File: config.mk
export PLATFORM = sky130hd
export DESIGN_NAME = rs_issue_sched_flat
export DESIGN_NICKNAME = d
export VERILOG_FILES = /design/src/rtl/rs_issue_sched_if.sv /design/src/rtl/rs_issue_sched.sv /design/src/flat_wrapper.sv
export SDC_FILE = /design/constraint.sdc
export NUM_CORES = 1
export LEC_CHECK = 0
export CORE_MARGIN = 2
export CORE_UTILIZATION = 55
export CTS_CLUSTER_SIZE = 24
export DETAILED_ROUTE_END_ITERATION = 7
export PLACE_DENSITY_LB_ADDON = 0.12
export SYNTH_ARGS = -nofsm -noshare
export SYNTH_HDL_FRONTEND = slang
export SYNTH_SLANG_ARGS = --single-unit
export TNS_END_PERCENT = 100
File: constraint.sdc
create_clock -name clk_in -period 3.7 [get_ports clk_in]
set_input_delay 0.74 -clock clk_in [delete_from_list [all_inputs] [get_ports clk_in]]
set_output_delay 0.74 -clock clk_in [all_outputs]
set_load 0.03 [all_outputs]
File: src/rtl/rs_issue_sched_if.sv
// Dispatch, CDB, issue and status signals of the reservation-station scheduler.
// The master side (dispatch/CDB/ALU environment) drives requests; the slave is the scheduler.
interface rs_issue_sched_if #(
    parameter int IDX_W = 4,
    parameter int ROB_W = 4
);
    logic             rdy_in;
    logic             flush;
    logic             alloc_valid;
    logic             alloc_r1;
    logic [ROB_W-1:0] alloc_q1;
    logic             alloc_r2;
    logic [ROB_W-1:0] alloc_q2;
    logic             cdb0_valid;
    logic [ROB_W-1:0] cdb0_tag;
    logic             cdb1_valid;
    logic [ROB_W-1:0] cdb1_tag;
    logic             issue_stall;
    logic [IDX_W-1:0] put_idx;
    logic             full;
    logic             ready;
    logic [IDX_W-1:0] ready_idx;
    logic [IDX_W:0]   count;

    modport master (
        output rdy_in, flush, alloc_valid, alloc_r1, alloc_q1, alloc_r2, alloc_q2,
               cdb0_valid, cdb0_tag, cdb1_valid, cdb1_tag, issue_stall,
        input  put_idx, full, ready, ready_idx, count
    );

    modport slave (
        input  rdy_in, flush, alloc_valid, alloc_r1, alloc_q1, alloc_r2, alloc_q2,
               cdb0_valid, cdb0_tag, cdb1_valid, cdb1_tag, issue_stall,
        output put_idx, full, ready, ready_idx, count
    );
endinterface

File: src/rtl/rs_issue_sched.sv
// Reservation-station allocation and issue scheduler: tracks occupancy and pending
// operand tags, wakes entries from two CDB ports and issues the lowest ready entry.
module rs_issue_sched #(
    parameter int RS_SIZE = 16,
    parameter int IDX_W   = 4,
    parameter int ROB_W   = 4
) (
    input  logic             clk_in,
    input  logic             rst_in,
    rs_issue_sched_if.slave  rs
);
    logic [RS_SIZE-1:0] busy;
    logic [RS_SIZE-1:0] p1;
    logic [RS_SIZE-1:0] p2;
    logic [ROB_W-1:0]   t1 [RS_SIZE];
    logic [ROB_W-1:0]   t2 [RS_SIZE];
    logic [IDX_W:0]     count_q;

    logic [RS_SIZE-1:0] eligible;
    logic [IDX_W-1:0]   put_sel;
    logic [IDX_W-1:0]   iss_sel;
    logic               full;
    logic               issue;
    logic               alloc_go;
    logic               alloc_p1;
    logic               alloc_p2;

    assign eligible = busy & ~p1 & ~p2;
    assign full     = &busy;

    // Descending scan so the last hit, i.e. the lowest index, wins.
    always_comb begin
        put_sel = '0;
        iss_sel = '0;
        for (int i = RS_SIZE - 1; i >= 0; i--) begin
            if (!busy[i])    put_sel = IDX_W'(i);
            if (eligible[i]) iss_sel = IDX_W'(i);
        end
    end

    assign issue    = rs.rdy_in & ~rs.issue_stall & ~rs.flush & ~rst_in & (|eligible);
    assign alloc_go = rs.alloc_valid & ~full & rs.rdy_in & ~rs.flush;

    // A broadcast in the dispatch cycle must be captured, or the entry would wait forever.
    assign alloc_p1 = ~rs.alloc_r1
                    & ~(rs.cdb0_valid && rs.cdb0_tag == rs.alloc_q1)
                    & ~(rs.cdb1_valid && rs.cdb1_tag == rs.alloc_q1);
    assign alloc_p2 = ~rs.alloc_r2
                    & ~(rs.cdb0_valid && rs.cdb0_tag == rs.alloc_q2)
                    & ~(rs.cdb1_valid && rs.cdb1_tag == rs.alloc_q2);

    assign rs.put_idx   = full ? '0 : put_sel;
    assign rs.full      = full;
    assign rs.ready     = issue;
    assign rs.ready_idx = issue ? iss_sel : '0;
    assign rs.count     = count_q;

    // NOTE: non-blocking assignments throughout; later writes to the same entry
    // (issue, then alloc) win, and put_idx never equals ready_idx, so they never collide.
    always_ff @(posedge clk_in) begin
        if (rst_in) begin
            busy    <= '0;
            p1      <= '0;
            p2      <= '0;
            count_q <= '0;
            // NOTE: the tag arrays are reset explicitly because reset must zero all tags;
            // otherwise they would be left unreset, as their contents are masked by busy.
            for (int i = 0; i < RS_SIZE; i++) begin
                t1[i] <= '0;
                t2[i] <= '0;
            end
        end else if (rs.rdy_in) begin
            if (rs.flush) begin
                busy    <= '0;
                p1      <= '0;
                p2      <= '0;
                count_q <= '0;
            end else begin
                for (int i = 0; i < RS_SIZE; i++) begin
                    if (busy[i]) begin
                        if ((rs.cdb0_valid && rs.cdb0_tag == t1[i]) ||
                            (rs.cdb1_valid && rs.cdb1_tag == t1[i]))
                            p1[i] <= 1'b0;
                        if ((rs.cdb0_valid && rs.cdb0_tag == t2[i]) ||
                            (rs.cdb1_valid && rs.cdb1_tag == t2[i]))
                            p2[i] <= 1'b0;
                    end
                end

                if (issue)
                    busy[iss_sel] <= 1'b0;

                if (alloc_go) begin
                    busy[put_sel] <= 1'b1;
                    p1[put_sel]   <= alloc_p1;
                    p2[put_sel]   <= alloc_p2;
                    t1[put_sel]   <= rs.alloc_q1;
                    t2[put_sel]   <= rs.alloc_q2;
                end

                case ({alloc_go, issue})
                    2'b10:   count_q <= count_q + (IDX_W+1)'(1);
                    2'b01:   count_q <= count_q - (IDX_W+1)'(1);
                    default: count_q <= count_q;
                endcase
            end
        end
    end
endmodule

File: src/flat_wrapper.sv
// flat-port wrapper written by rule: the top's interface ports become plain ports
module rs_issue_sched_flat 
#(
    parameter int RS_SIZE = 16,
    parameter int IDX_W   = 4,
    parameter int ROB_W   = 4
)
  (clk_in, rst_in, rs_rdy_in, rs_flush, rs_alloc_valid, rs_alloc_r1, rs_alloc_q1, rs_alloc_r2, rs_alloc_q2, rs_cdb0_valid, rs_cdb0_tag, rs_cdb1_valid, rs_cdb1_tag, rs_issue_stall, rs_put_idx, rs_full, rs_ready, rs_ready_idx, rs_count);
  rs_issue_sched_if #(.IDX_W(IDX_W), .ROB_W(ROB_W)) rs_i ();
  input  logic clk_in;
  input  logic rst_in;
  input wire logic [$bits(rs_i.rdy_in)-1:0] rs_rdy_in;
  input wire logic [$bits(rs_i.flush)-1:0] rs_flush;
  input wire logic [$bits(rs_i.alloc_valid)-1:0] rs_alloc_valid;
  input wire logic [$bits(rs_i.alloc_r1)-1:0] rs_alloc_r1;
  input wire logic [$bits(rs_i.alloc_q1)-1:0] rs_alloc_q1;
  input wire logic [$bits(rs_i.alloc_r2)-1:0] rs_alloc_r2;
  input wire logic [$bits(rs_i.alloc_q2)-1:0] rs_alloc_q2;
  input wire logic [$bits(rs_i.cdb0_valid)-1:0] rs_cdb0_valid;
  input wire logic [$bits(rs_i.cdb0_tag)-1:0] rs_cdb0_tag;
  input wire logic [$bits(rs_i.cdb1_valid)-1:0] rs_cdb1_valid;
  input wire logic [$bits(rs_i.cdb1_tag)-1:0] rs_cdb1_tag;
  input wire logic [$bits(rs_i.issue_stall)-1:0] rs_issue_stall;
  output wire logic [$bits(rs_i.put_idx)-1:0] rs_put_idx;
  output wire logic [$bits(rs_i.full)-1:0] rs_full;
  output wire logic [$bits(rs_i.ready)-1:0] rs_ready;
  output wire logic [$bits(rs_i.ready_idx)-1:0] rs_ready_idx;
  output wire logic [$bits(rs_i.count)-1:0] rs_count;
  assign rs_i.rdy_in = rs_rdy_in;
  assign rs_i.flush = rs_flush;
  assign rs_i.alloc_valid = rs_alloc_valid;
  assign rs_i.alloc_r1 = rs_alloc_r1;
  assign rs_i.alloc_q1 = rs_alloc_q1;
  assign rs_i.alloc_r2 = rs_alloc_r2;
  assign rs_i.alloc_q2 = rs_alloc_q2;
  assign rs_i.cdb0_valid = rs_cdb0_valid;
  assign rs_i.cdb0_tag = rs_cdb0_tag;
  assign rs_i.cdb1_valid = rs_cdb1_valid;
  assign rs_i.cdb1_tag = rs_cdb1_tag;
  assign rs_i.issue_stall = rs_issue_stall;
  assign rs_put_idx = rs_i.put_idx;
  assign rs_full = rs_i.full;
  assign rs_ready = rs_i.ready;
  assign rs_ready_idx = rs_i.ready_idx;
  assign rs_count = rs_i.count;
  rs_issue_sched #(.RS_SIZE(RS_SIZE), .IDX_W(IDX_W), .ROB_W(ROB_W)) u_core (.clk_in(clk_in), .rst_in(rst_in), .rs(rs_i));
endmodule
Word level (Yosys, flattened, before mapping)
Memories as Yosys holds them, arrays and structs flattened.
Cells that the tools add are included.
- register bits after elaboration: 53
- memory bits (writable): 128
- input bits: 26
- output and inout bits: 15
- word-level logic and storage cells: 443
- memories kept: 2
- memories (name ; depth ; width ; rd ports ; clocked after Yosys merged registers in ; write ports ; line ; RTL):
    u_core.t1 ; 16 ; 4 ; 16 ; 0 ; 16 ; rs_issue_sched.sv:15 ; logic [ROB_W-1:0] t1 [RS_SIZE];
    u_core.t2 ; 16 ; 4 ; 16 ; 0 ; 16 ; rs_issue_sched.sv:16 ; logic [ROB_W-1:0] t2 [RS_SIZE];
- $add $sub $neg: 2
- order comparisons: 4
- eq/ne operators: 70
- muxes and demuxes: 225
- bitwise logic cells: 28
- reduce and logical (&&, ||, !) cells: 108
- operators with widths (cell ; count):
    4-bit == test ; 68
    1-bit two-way mux ; 171
    16-bit two-way mux ; 10
    4-bit two-way mux ; 38
    1-bit logical AND ; 70
    16-bit bitwise AND ; 3
    16-bit NOT ; 3
    16-bit bitwise mux ; 2
    1-bit logical OR ; 32
    16-bit OR ; 1
    16-bit AND reduction ; 1
    16-bit OR reduction ; 1
    1-bit bitwise AND ; 11
    4-bit by 5-bit < comparator with 1-bit output (second input constant) ; 2
    1-bit NOT ; 10
    5-bit case mux with 2 select lines ; 1
    1-bit demux with 4-bit select ; 2
    4-bit by 1-bit >= comparator with 1-bit output (second input constant) ; 2
    4-bit OR reduction ; 2
    5-bit by 1-bit adder with 5-bit output (second input constant) ; 1
    5-bit two-way mux ; 1
    5-bit by 1-bit subtractor with 5-bit output (second input constant) ; 1
    3-bit nonzero test ; 1
    2-bit by 1-bit == test with 1-bit output (second input constant) ; 1
    2 further kinds ; 2

Longest topological paths before layout
- depth in word-level cells: 32
- mapped depth: 13

Worst setup path after synthesis
OpenSTA, ideal clock, no wires.
- path type: register to register
- start point: reg u_core.busy[1]
- end point: reg u_core.count_q[4], in the netlist u_core.rs.count[4]
- library setup time: 0.070 ns
- arrival: 3.395 ns
- data required time: 3.630 ns
- slack: 0.235 ns
- cell stages (with the launch flop): 13
- buffers on the path: 1
- clock period less this slack: 3.465 ns
- cells stage by stage: dfxtp_1 buf_2 nand4_1 nor4_1 nor2_1 nor2_1 ha_1 a21o_1 a21oi_1 nor2_1 a22oi_1 nand4_1 a21oi_1
- cells in the longest elaborated chain, start to end: 8
- elaborated cells between the ends (all ways): 15
- those cells by class: eq/ne (2); mux (2); bitwise (7); reduce/logical (4)
- RTL lines (item ; line ; RTL):
    start, declared ; rs_issue_sched.sv:12 ; logic [RS_SIZE-1:0] busy;
    start signal, assigned ; rs_issue_sched.sv:62 ; busy <= '0;
    start signal, assigned ; rs_issue_sched.sv:74 ; busy <= '0;
    start signal, assigned by index ; rs_issue_sched.sv:91 ; busy[iss_sel] <= 1'b0;
    16-bit AND reduction (*) ; rs_issue_sched.sv:29 ; assign full = &busy;
    named net rs_full ; flat_wrapper.sv:25 ; output wire logic [$bits(rs_i.full)-1:0] rs_full;
    1-bit NOT (*) ; rs_issue_sched.sv:42 ; assign alloc_go = rs.alloc_valid & ~full & rs.rdy_in & ~rs.flush;
    1-bit bitwise AND (*) (3 in series) ; rs_issue_sched.sv:42 ;
    2-bit by 1-bit == test with 1-bit output or 2-bit == test (tied branches) ; rs_issue_sched.sv:101 ; case ({alloc_go, issue})
    5-bit case mux with 2 select lines or 3-bit nonzero test (tied branches) ; n/a ;
    5-bit two-way mux or 2-bit AND reduction (tied branches) ; n/a ;
    end signal, assigned ; rs_issue_sched.sv:102 ; 2'b10: count_q <= count_q + (IDX_W+1)'(1);
    end signal, assigned ; rs_issue_sched.sv:103 ; 2'b01: count_q <= count_q - (IDX_W+1)'(1);
    end signal, assigned ; rs_issue_sched.sv:104 ; default: count_q <= count_q;
    end, declared ; rs_issue_sched.sv:17 ; logic [IDX_W:0] count_q;
The timed path passes the listed nets; every way through them passes the cells marked *.
A chain may end at the register's enable or synchronous reset.

Worst setup path after layout
- start point: reg u_core.busy[14]
- end point: out rs_ready_idx[0]
- cells in the longest elaborated chain, start to end: 18
- elaborated cells between the ends (all ways): 20
- those cells by class: mux (16); bitwise (3); reduce/logical (1)
- RTL lines (item ; line ; RTL):
    16-bit bitwise AND (*) (2 in series) ; rs_issue_sched.sv:28 ; assign eligible = busy & ~p1 & ~p2;
    4-bit two-way mux (15 in series) ; rs_issue_sched.sv:37 ; if (eligible[i]) iss_sel = IDX_W'(i);
    4-bit two-way mux (*) ; rs_issue_sched.sv:55 ; assign rs.ready_idx = issue ? iss_sel : '0;
    end, declared ; flat_wrapper.sv:27 ; output wire logic [$bits(rs_i.ready_idx)-1:0] rs_ready_idx;
Mark *: on every way between the ends. The rest lies on a longest branch, timed or not.

==> flow_summary.ini <==
[timing]
setup_tns_ns = 0
setup_viol = 0
fin_crit_sh = 0.940
holdWs_ns = 0.450
fmax_ghz = 0.288
finClkSkew_ns = 0.0134
rsz0062_at_grt = no
fin_crit_ns = 3.48
slew_headroom = 0.471
drv_slew = 0
tightest_slew_ns = 0.792
hold_violations = 0

[detailed_routing]
wl_per_cell_um = 21.5
vias_per_cell = 6.00
dr.pass1.iters = 5
vias = 9074
drt_iter0_drc = 726
routed_wl_um = 32500
drc = 0
ant_nets = 0

[cts]
cts_resized = 0
cts.htree.levels = 4
cts_tree = built
cts_buffers = 17
cts_root_buffer = clkbuf_16
clockBufferDepth = 2
cts_setup_buffers = 0
clk_pin_slew_worst_paths_ns = 0.07
clk_latency_ns = 0.44
cts_hold_buffers = 0
clkSinkCount = 181

[worst_setup_path]
cp_slowest_cell = dfxtp_1
path_delay_family = compound AO/OA/AOI/OAI gates
path_buf_inv = 1
crit_top_cell = o21a_1
crit_path_end_kind = output port
cp_cell_sequence = or3b_2 > a211oi_1 > o21a_1 > o21a_1 > a2bb2oi_2 > nor2_1 > buf_4
worstSetupPathType = flip-flop to output port
slowest_delay_ns = 0.48
path_max_fanout = 7
worstPathRequired_ns = 2.96
cp.arrival_ns = 2.74
start_kind = flip-flop

[floorplan]
die_w_um = 148
fp.dieArea_um2 = 21900
die_h_um = 148
start_util = 0.562
rows = 52
core-area_um2 = 20300
io_pins = 41

[synthesis]
ys_types = 70
syn_inst = 1209
synth_commonest_cells = xor2_1 (186), edfxtp_1 (128), nand2_1 (105)
synth_seq_area_share = 0.430
synth_top_area_cell = edfxtp_1
synth_most_common_cell = xor2_1
syn_nets = 1239
synth_top_area_share = 0.337
syn_area_um2 = 11400
synthFlopType = edfxtp_1
avgSynthCellArea_um2 = 9.43
synth_seq_cells = 181
synth_edf_count = 128
ys_top_cells_by_area = edfxtp_1 (34%), xor2_1 (14%), dfxtp_1 (9.3%)
async_flop_share = 0
yosys_warnings = 0

[cells_and_area]
fin_area_um2 = 12700
final_nets = 1260
final_cells = 1513
fin_util = 0.628
syn_to_final_growth_pct = 11.7
layout-drive-gt1-share = 0.0949
antenna_cells = 0

[power]
irDropWorstVdd_v = 0.000333
power_density_nw_per_um2 = 373
leakage_nw = 4.77

[place]
dp.cells = 1481
gp_congestion = 0.923
hpwlAfterDp_um = 21700
portBuffers = 40
dpl_cell_area_um2 = 12100

[job]
maxCapViolations = 0

[hold_path]
hp-class = flip-flop to flip-flop

[grt]
grt_pass1_wl_um = 50000
first_global_vias = 8888
grtUsageTotal = 0.301
overflow = 0
antenna_found_initial = 0
grt_max_degree = 42

[run_status]
status = complete, no violations
==> routing by layer <==
metal  track usage  routed length, um  part of all wire
met5             0                  0                 0
met4         0.143               1360             0.042
met3        0.0438               2080             0.064
met2         0.499              15700              0.48
met1         0.389              13400              0.41
==> report_power, final <==
group | switching, mW | total, mW | internal (mW)
combinational | 0.358 | 0.585 | 0.227
sequential | 0.0511 | 2.27 | 2.22
clock | 0.819 | 1.89 | 1.07
==> per-stage QoR <==
step,total power [mW],worst slack [ns]
6_report,4.75,0.223
2_1_floorplan,2.70,0.235
3_5_place_dp,2.89,0.218
5_1_grt,4.89,0.131
3_3_place_gp,2.88,0.266
4_1_cts,4.75,0.269
==> worst register-to-register path: stages, from the launching register on <==
cell     delay, ns
dfxtp_1       0.39
or3b_2        0.23
nor2b_1       0.32
nand4_1       0.23
o21ai_2       0.36
nor2_1        0.13
buf_4         0.16
fa_1          0.40
a21o_1        0.17
a21oi_1       0.18
nor2_1        0.10
a22oi_1       0.17
nand4_1       0.11
a21oi_1       0.15
==> placed cells by master (no fill, tap or decap), drive strengths merged, types with 4 or more instances in the layout <==
master / Yosys / routed
xor2: 186 / 186
edfxtp: 128 / 128
nand2: 105 / 105
nor2: 95 / 95
xnor2: 89 / 89
o21ai: 72 / 72
and2: 68 / 68
buf: 43 / 56
dfxtp: 53 / 53
nor4: 46 / 46
nor3: 37 / 37
inv: 22 / 28
clkdlybuf4s50: 0 / 27
nand2b: 24 / 24
a31oi: 22 / 22
nand3: 22 / 22
clkbuf: 38 / 18
a21oi: 16 / 16
o22ai: 15 / 15
a21o: 15 / 15
nor3b: 14 / 14
and3: 11 / 11
or2: 10 / 10
or3: 9 / 9
nand4: 8 / 8
or3b: 7 / 7
o31ai: 5 / 5
nor2b: 5 / 5
o21a: 4 / 4
a211o: 4 / 4
clkinv: 0 / 4
==> sequential cells by signal, summed over array words and instances (netlist names) <==
signal / count
u_core.t1: 64
u_core.p2: 16
u_core.t2: 64
u_core.rs.count: 5
u_core.p1: 16
u_core.busy: 16
==> final cells by class <==
| type | count | area [um2] |
|---|---|---|
| clock inverter | 14 | 171 |
| timing repair buffer | 83 | 746 |
| tap | 270 | 338 |
| multi-input combinational | 925 | 6070 |
| clock buffer | 18 | 429 |
| inverter | 22 | 82.6 |
| fill | 1682 | 7550 |
| sequential | 181 | 4900 |
==> final timing paths <==
path	slack, ns	from	depth (start not counted)	end
worst max-delay path	0.22	u_core.busy[14]$_SDFFE_PP0P_	7	rs_ready_idx[0]
worst min-delay path	0.45	u_core.p2[12]$_SDFFE_PP0P_	1	u_core.p2[12]$_SDFFE_PP0P_
worst max register to register	0.53	u_core.busy[14]$_SDFFE_PP0P_	13	u_core.rs.count[4]$_SDFFE_PP0P_
worst min register to register	0.45	u_core.p2[12]$_SDFFE_PP0P_	1	u_core.p2[12]$_SDFFE_PP0P_
==> cell families after synthesis <==
| family | share of synthesized area |
|---|---|
| XOR/XNOR | 0.212 |
| buffers and inverters | 0.0392 |
| AND/OR/NAND/NOR | 0.213 |
| adder cells (fa/ha/maj) | 0.00505 |
| AO/OA/AOI/OAI | 0.101 |
| flip-flops | 0.430 |
Note: power is estimated with default switching activity, not from simulation.
